File: src/rtl/mont_pkg.sv
// rtl/mont_pkg.sv - shared types and sizing helpers for the serial Montgomery multiplier
package mont_pkg;

    typedef enum logic [1:0] {
        IDLE  = 2'd0,
        LOOP  = 2'd1,
        FINAL = 2'd2
    } mont_state_t;

    // Bits needed to count 0..width-1 (never less than one bit).
    function automatic int cnt_width(input int width);
        int w;
        w = 1;
        while ((1 << w) < width) begin
            w = w + 1;
        end
        return w;
    endfunction

endpackage

File: src/rtl/montgomery_mult_serial_rca.sv
// rtl/montgomery_mult_serial_rca.sv - parameterised ripple-carry adder used by the Montgomery multiplier
// Ports:
//   a, b  in  W   addends
//   ci    in  1   carry in
//   s     out W   sum
//   co    out 1   carry out
module ripple_carry_adder #(
    parameter int W = 10
) (
    input  logic [W-1:0] a,
    input  logic [W-1:0] b,
    input  logic         ci,
    output logic [W-1:0] s,
    output logic         co
);

    logic [W:0] c;

    assign c[0] = ci;

    for (genvar k = 0; k < W; k++) begin : g_fa
        assign s[k]   = a[k] ^ b[k] ^ c[k];
        assign c[k+1] = (a[k] & b[k]) | (c[k] & (a[k] ^ b[k]));
    end

    assign co = c[W];

endmodule

File: src/rtl/montgomery_mult_serial.sv
// rtl/montgomery_mult_serial.sv - bit-serial Montgomery multiplier, result = a*b*2^-WIDTH mod n
// Ports:
//   clk     in   1      rising-edge clock
//   rst_n   in   1      asynchronous active-low reset
//   start   in   1      request, sampled only while idle
//   a, b, n in   WIDTH  multiplicand, multiplier, odd modulus (captured on accepted start)
//   busy    out  1      multiplication in progress
//   done    out  1      one-cycle pulse, result valid
//   err     out  1      pulses with done when the request was rejected
//   result  out  WIDTH  Montgomery product, held until the next accepted start
// Optional feature macro: MONT_MOD_CHECK_EN rejects an even modulus immediately.
module montgomery_mult_serial #(
    parameter int WIDTH = 8
) (
    input  logic             clk,
    input  logic             rst_n,
    input  logic             start,
    input  logic [WIDTH-1:0] a,
    input  logic [WIDTH-1:0] b,
    input  logic [WIDTH-1:0] n,
    output logic             busy,
    output logic             done,
    output logic             err,
    output logic [WIDTH-1:0] result
);

    import mont_pkg::*;

    localparam int RW = WIDTH + 2;
    localparam int CW = cnt_width(WIDTH);

    mont_state_t      state_q, state_d;
    logic [WIDTH-1:0] a_q, a_d, b_q, b_d, n_q, n_d;
    logic [RW-1:0]    r_q, r_d;
    logic [CW-1:0]    i_q, i_d;
    logic             busy_q, busy_d;
    logic             done_q, done_d;
    logic             err_q, err_d;
    logic [WIDTH-1:0] result_q, result_d;

    logic             a_bit;
    logic             q_bit;
    logic [RW-1:0]    add_b_in, add_n_in, sub_in;
    logic [RW-1:0]    sum_b, sum_n, diff;
    logic             co_b, co_n, no_borrow;
    logic             reject;

    assign a_bit    = a_q[i_q];
    // Quotient bit chosen so that R + a_i*b + q*n is even.
    assign q_bit    = r_q[0] ^ (a_bit & b_q[0]);
    assign add_b_in = a_bit ? {2'b00, b_q} : '0;
    assign add_n_in = q_bit ? {2'b00, n_q} : '0;
    assign sub_in   = ~{2'b00, n_q};

    ripple_carry_adder #(.W(RW)) u_add_b (
        .a (r_q),   .b (add_b_in), .ci (1'b0), .s (sum_b), .co (co_b)
    );

    ripple_carry_adder #(.W(RW)) u_add_n (
        .a (sum_b), .b (add_n_in), .ci (1'b0), .s (sum_n), .co (co_n)
    );

    // R - n as R + ~n + 1; carry out high means no borrow (R >= n).
    ripple_carry_adder #(.W(RW)) u_sub_n (
        .a (r_q),   .b (sub_in),   .ci (1'b1), .s (diff),  .co (no_borrow)
    );

`ifdef MONT_MOD_CHECK_EN
    assign reject = ~n[0];
`else
    assign reject = 1'b0;
`endif

    // Carries out of the loop adders cannot be set while R < 2n; sum_n[0] is always 0.
    logic unused_bits;
    assign unused_bits = ^{co_b, co_n, sum_n[0], diff[RW-1:WIDTH]};

    always_comb begin
        state_d  = state_q;
        a_d      = a_q;
        b_d      = b_q;
        n_d      = n_q;
        r_d      = r_q;
        i_d      = i_q;
        busy_d   = busy_q;
        done_d   = 1'b0;
        err_d    = 1'b0;
        result_d = result_q;
        case (state_q)
            IDLE: begin
                if (start) begin
                    a_d = a;
                    b_d = b;
                    n_d = n;
                    r_d = '0;
                    i_d = '0;
                    if (reject) begin
                        done_d   = 1'b1;
                        err_d    = 1'b1;
                        result_d = '0;
                    end else begin
                        state_d = LOOP;
                        busy_d  = 1'b1;
                    end
                end
            end
            LOOP: begin
                r_d = {1'b0, sum_n[RW-1:1]};
                i_d = i_q + CW'(1);
                if (i_q == CW'(WIDTH - 1)) begin
                    state_d = FINAL;
                end
            end
            FINAL: begin
                result_d = no_borrow ? diff[WIDTH-1:0] : r_q[WIDTH-1:0];
                done_d   = 1'b1;
                busy_d   = 1'b0;
                state_d  = IDLE;
            end
            default: begin
                state_d = IDLE;
                busy_d  = 1'b0;
            end
        endcase
    end

    always_ff @(posedge clk or negedge rst_n) begin
        if (!rst_n) begin
            state_q  <= IDLE;
            a_q      <= '0;
            b_q      <= '0;
            n_q      <= '0;
            r_q      <= '0;
            i_q      <= '0;
            busy_q   <= 1'b0;
            done_q   <= 1'b0;
            err_q    <= 1'b0;
            result_q <= '0;
        end else begin
            state_q  <= state_d;
            a_q      <= a_d;
            b_q      <= b_d;
            n_q      <= n_d;
            r_q      <= r_d;
            i_q      <= i_d;
            busy_q   <= busy_d;
            done_q   <= done_d;
            err_q    <= err_d;
            result_q <= result_d;
        end
    end

    assign busy   = busy_q;
    assign done   = done_q;
    assign err    = err_q;
    assign result = result_q;

endmodule

File: config.mk
export PLATFORM = sky130hd
export DESIGN_NAME = montgomery_mult_serial
export DESIGN_NICKNAME = d
export VERILOG_FILES = /design/src/rtl/mont_pkg.sv /design/src/rtl/montgomery_mult_serial_rca.sv /design/src/rtl/montgomery_mult_serial.sv
export SDC_FILE = /design/constraint.sdc
export NUM_CORES = 1
export LEC_CHECK = 0
export CORE_MARGIN = 3
export CORE_UTILIZATION = 54
export DETAILED_ROUTE_END_ITERATION = 10
export PLACE_DENSITY = 0.76
export SYNTH_ARGS = -nofsm -noshare
export SYNTH_HDL_FRONTEND = slang
export SYNTH_SLANG_ARGS = --single-unit
export TNS_END_PERCENT = 20
File: constraint.sdc
create_clock -name clk -period 6.1 [get_ports clk]
set_input_delay 1.22 -clock clk [delete_from_list [all_inputs] [get_ports clk]]
set_output_delay 1.22 -clock clk [all_outputs]
set_load 0.01 [all_outputs]
==> flow_metrics.env <==
export IMPL_die_w_um=75.5
export IMPL_detail_route_antenna_nets=0
export IMPL_power_density_mw_per_mm2=650
export IMPL_finalHoldViolCount=0
export IMPL_r2r_start="i_q[0]"
export IMPL_syn_area_sq_mm=0.00261
export IMPL_yosysUniqueCellTypes=27
export IMPL_final_cells=300
export IMPL_period_minus_slack_ps=5430
export IMPL_dieArea_sq_mm=0.00570
export IMPL_cts_setup_buffers=0
export IMPL_final_area_sq_mm=0.00309
export IMPL_clkTransAtPathRegs_ps=90
export IMPL_cts_sinks=48
export IMPL_synthCells=212
export IMPL_critical_path_class="reg2reg"
export IMPL_track_usage=0.187
export IMPL_r2r_end="r_q[7]"
export IMPL_synth_warnings=0
export IMPL_wl_per_cell_um=14.7
export IMPL_cp_required_ps=6300
export IMPL_route_detailed_drc=0
export IMPL_fin_crit_sh=0.889
export IMPL_place_congestion=0.738
export IMPL_gr_total_overflow=0
export IMPL_grt_max_degree=49
export IMPL_worstSetupEndpointType="flop"
export IMPL_fin_total_pwr_mw=2.01
export IMPL_htree_levels=2
export IMPL_nets=300
export IMPL_cts_tree="built"
export IMPL_port_buffers=36
export IMPL_rrSetupSlack_ps=670
export IMPL_status="completed"
export IMPL_hold_slack_ps=480
export IMPL_place_area_sq_mm=0.00298
export IMPL_placedCellCount=292
export IMPL_die_h_um=75.5
export IMPL_first_global_vias=1740
export IMPL_cp_slowest_cell="dfrtp_1"
export IMPL_grt_first_pass_wirelength_um=7940
export IMPL_syn2layout_area_growth_pct=18.4
export IMPL_slew_headroom=0.316
export IMPL_startpoint_type="flop"
export IMPL_crit_end="r_q[7]"
export IMPL_first_pass_iters=4
export IMPL_cp_common_cell="fa_1"
export IMPL_arrival_ps=5620
export IMPL_ctsHoldBuffers=0
export IMPL_ir_drop_v=0.000290
export IMPL_crit_path_start="i_q[0]"
export IMPL_total_leakage_power_nw=1.40
export IMPL_clock_path_buffers=2
export IMPL_routed_via_density=5.45
export IMPL_drtIter0Drc=112
export IMPL_finalSetupViolCount=0
export IMPL_max_freq_ghz=0.184
export IMPL_crit_chain="mux2_2 > a2bb2oi_2 > and3_1 > ha_1 > fa_1 > fa_1 > fa_1 > fa_1 > inv_1 > fa_1 > inv_1 > fa_1 > inv_1 > fa_1 > fa_1 > inv_1 > fa_1 > a22o_1"
export IMPL_avgSynthCellArea_sq_um=12.3
export IMPL_synth_fp_nets=265
export IMPL_slowest_delay_ps=540
export IMPL_slew_viol_final=0
export IMPL_drive_gt1_frac=0.137
export IMPL_clock_skew_ps=8.04
export IMPL_fillers=347
export IMPL_wirelength_um=4420
export IMPL_cts_buffers=5
export IMPL_start_util=0.579
export IMPL_pin_count=38
export IMPL_grt_setup_unrepaired="false"
export IMPL_clk_latency_ps=310
export IMPL_core_area_sq_mm=0.00450
export IMPL_antenna_found_initial=0
export IMPL_root_buffer="clkbuf_8"
export IMPL_num_antenna_cells=0
export IMPL_row_count=24
export IMPL_worstRegToRegCells=18
export IMPL_drv_cap=0
export IMPL_min_path_type="reg2reg"
export IMPL_ys_seq_area_frac=0.460
export IMPL_path_max_fanout=8
export IMPL_tightestPinTransition_ps=1030
export IMPL_hpwl_um=3470
export IMPL_vias=1636
export IMPL_synth_seq_cells=48
export IMPL_cts_resized=0
export IMPL_setup_tns_ps=0
[worst min path at each step]
stage,startpoint,endpoint,cells after the start
2_1_floorplan,a_q[4],a_q[4],1
3_3_place_gp,result[7],result[7],2
3_5_place_dp,busy,busy,1
4_1_cts,result[2],result[2],2
5_1_grt,busy,busy,1
6_report,result[0],result[0],2
[Yosys cell counts]
master,count,area [sq um]
a21o_1,1,7.51
a22o_1,9,78.8
a22oi_1,1,7.51
a2bb2oi_2,1,15.0
and2_1,6,37.5
and3_1,6,37.5
buf_2,2,10.0
buf_4,1,7.51
buf_6,3,33.8
clkbuf_1,3,11.3
conb_1,1,3.75
dfrtp_1,48,1200
fa_1,22,440
ha_1,4,50.1
inv_1,21,78.8
mux2_1,3,33.8
mux2_2,21,236
mux2i_1,5,50.1
nand2_1,16,60.1
nand2b_1,1,6.26
nand3_1,2,10.0
nor2_1,3,11.3
nor2b_1,3,18.8
nor3b_4,1,18.8
o21ai_0,26,130
o21bai_1,1,7.51
or2_2,1,6.26
[layout make-up]
cell class | count | area (sq um) | area share
multi-input cells | 134 | 1270 | 0.410
flip-flops and latches | 48 | 1200 | 0.389
repair buffers | 37 | 363 | 0.117
inverters | 21 | 78.8 | 0.0255
clock buffers | 5 | 68.8 | 0.0223
well taps | 52 | 65.1 | 0.0211
clock inverters | 3 | 46.3 | 0.0150
[power breakdown]
| part | switching [mW] | leakage, nW | total, mW | internal, mW |
|---|---|---|---|---|
| registers | 0.142 | 0.590 | 0.626 | 0.484 |
| clock network | 0.112 | 0.0548 | 0.235 | 0.123 |
| logic | 0.542 | 0.751 | 1.15 | 0.607 |
[metrics by stage]
| stage | utilization | setup slack [ps] |
|---|---|---|
| after global placement | 0.661 | 837 |
| final | 0.686 | 675 |
| after detailed placement | 0.661 | 725 |
| after global routing | 0.686 | 439 |
| after CTS | 0.686 | 670 |
| after floorplan | - | 943 |
[layer usage]
layer / GRT usage / wire [um]
met4: 0.0777 / 108
met1: 0.239 / 2040
met2: 0.307 / 2080
met3: 0.0475 / 188
met5: 0 / 0
[cell usage in the layout, fill, tap and decap left out, types with 2 or more instances in the layout]
cell / synthesis / layout
a22o_1: 9 / 9
and2_1: 6 / 6
and3_1: 6 / 6
clkbuf_8: 0 / 5
clkdlybuf4s50_1: 0 / 35
dfrtp_1: 48 / 48
fa_1: 22 / 22
ha_1: 4 / 4
inv_1: 21 / 21
mux2_1: 3 / 3
mux2_2: 21 / 21
mux2i_1: 5 / 5
nand2_1: 16 / 16
nand3_1: 2 / 2
nor2_1: 3 / 3
nor2b_1: 3 / 3
o21ai_0: 26 / 26
[state kept, by name (all words and copies together), names as in the netlist]
register / flops
b_q: 8
r_q: 9
busy: 1
i_q: 3
n_q: 8
state_q: 2
result: 8
a_q: 8
done: 1
[logic make-up after synthesis]
family                     after synthesis  share of synthesized area
and+or+nand+nor                         39                     0.0791
adders and majority gates               26                      0.188
DFF                                     48                      0.460
AOI/OAI and AO/OA                       39                     0.0944
buffers and inverters                   30                     0.0542
muxes                                   29                      0.123
other                                    1                    0.00144
[worst max-delay path: cells and delay by family (launching register included)]
kind / cells / cell delay [ps]
adder cells (fa/ha/maj): 10 / 3550
AND/OR/NAND/NOR: 1 / 180
flip-flops: 1 / 540
AO/OA/AOI/OAI: 2 / 390
buffers and inverters: 4 / 250
multiplexers: 1 / 390
Power figures use the tool's default switching activity.
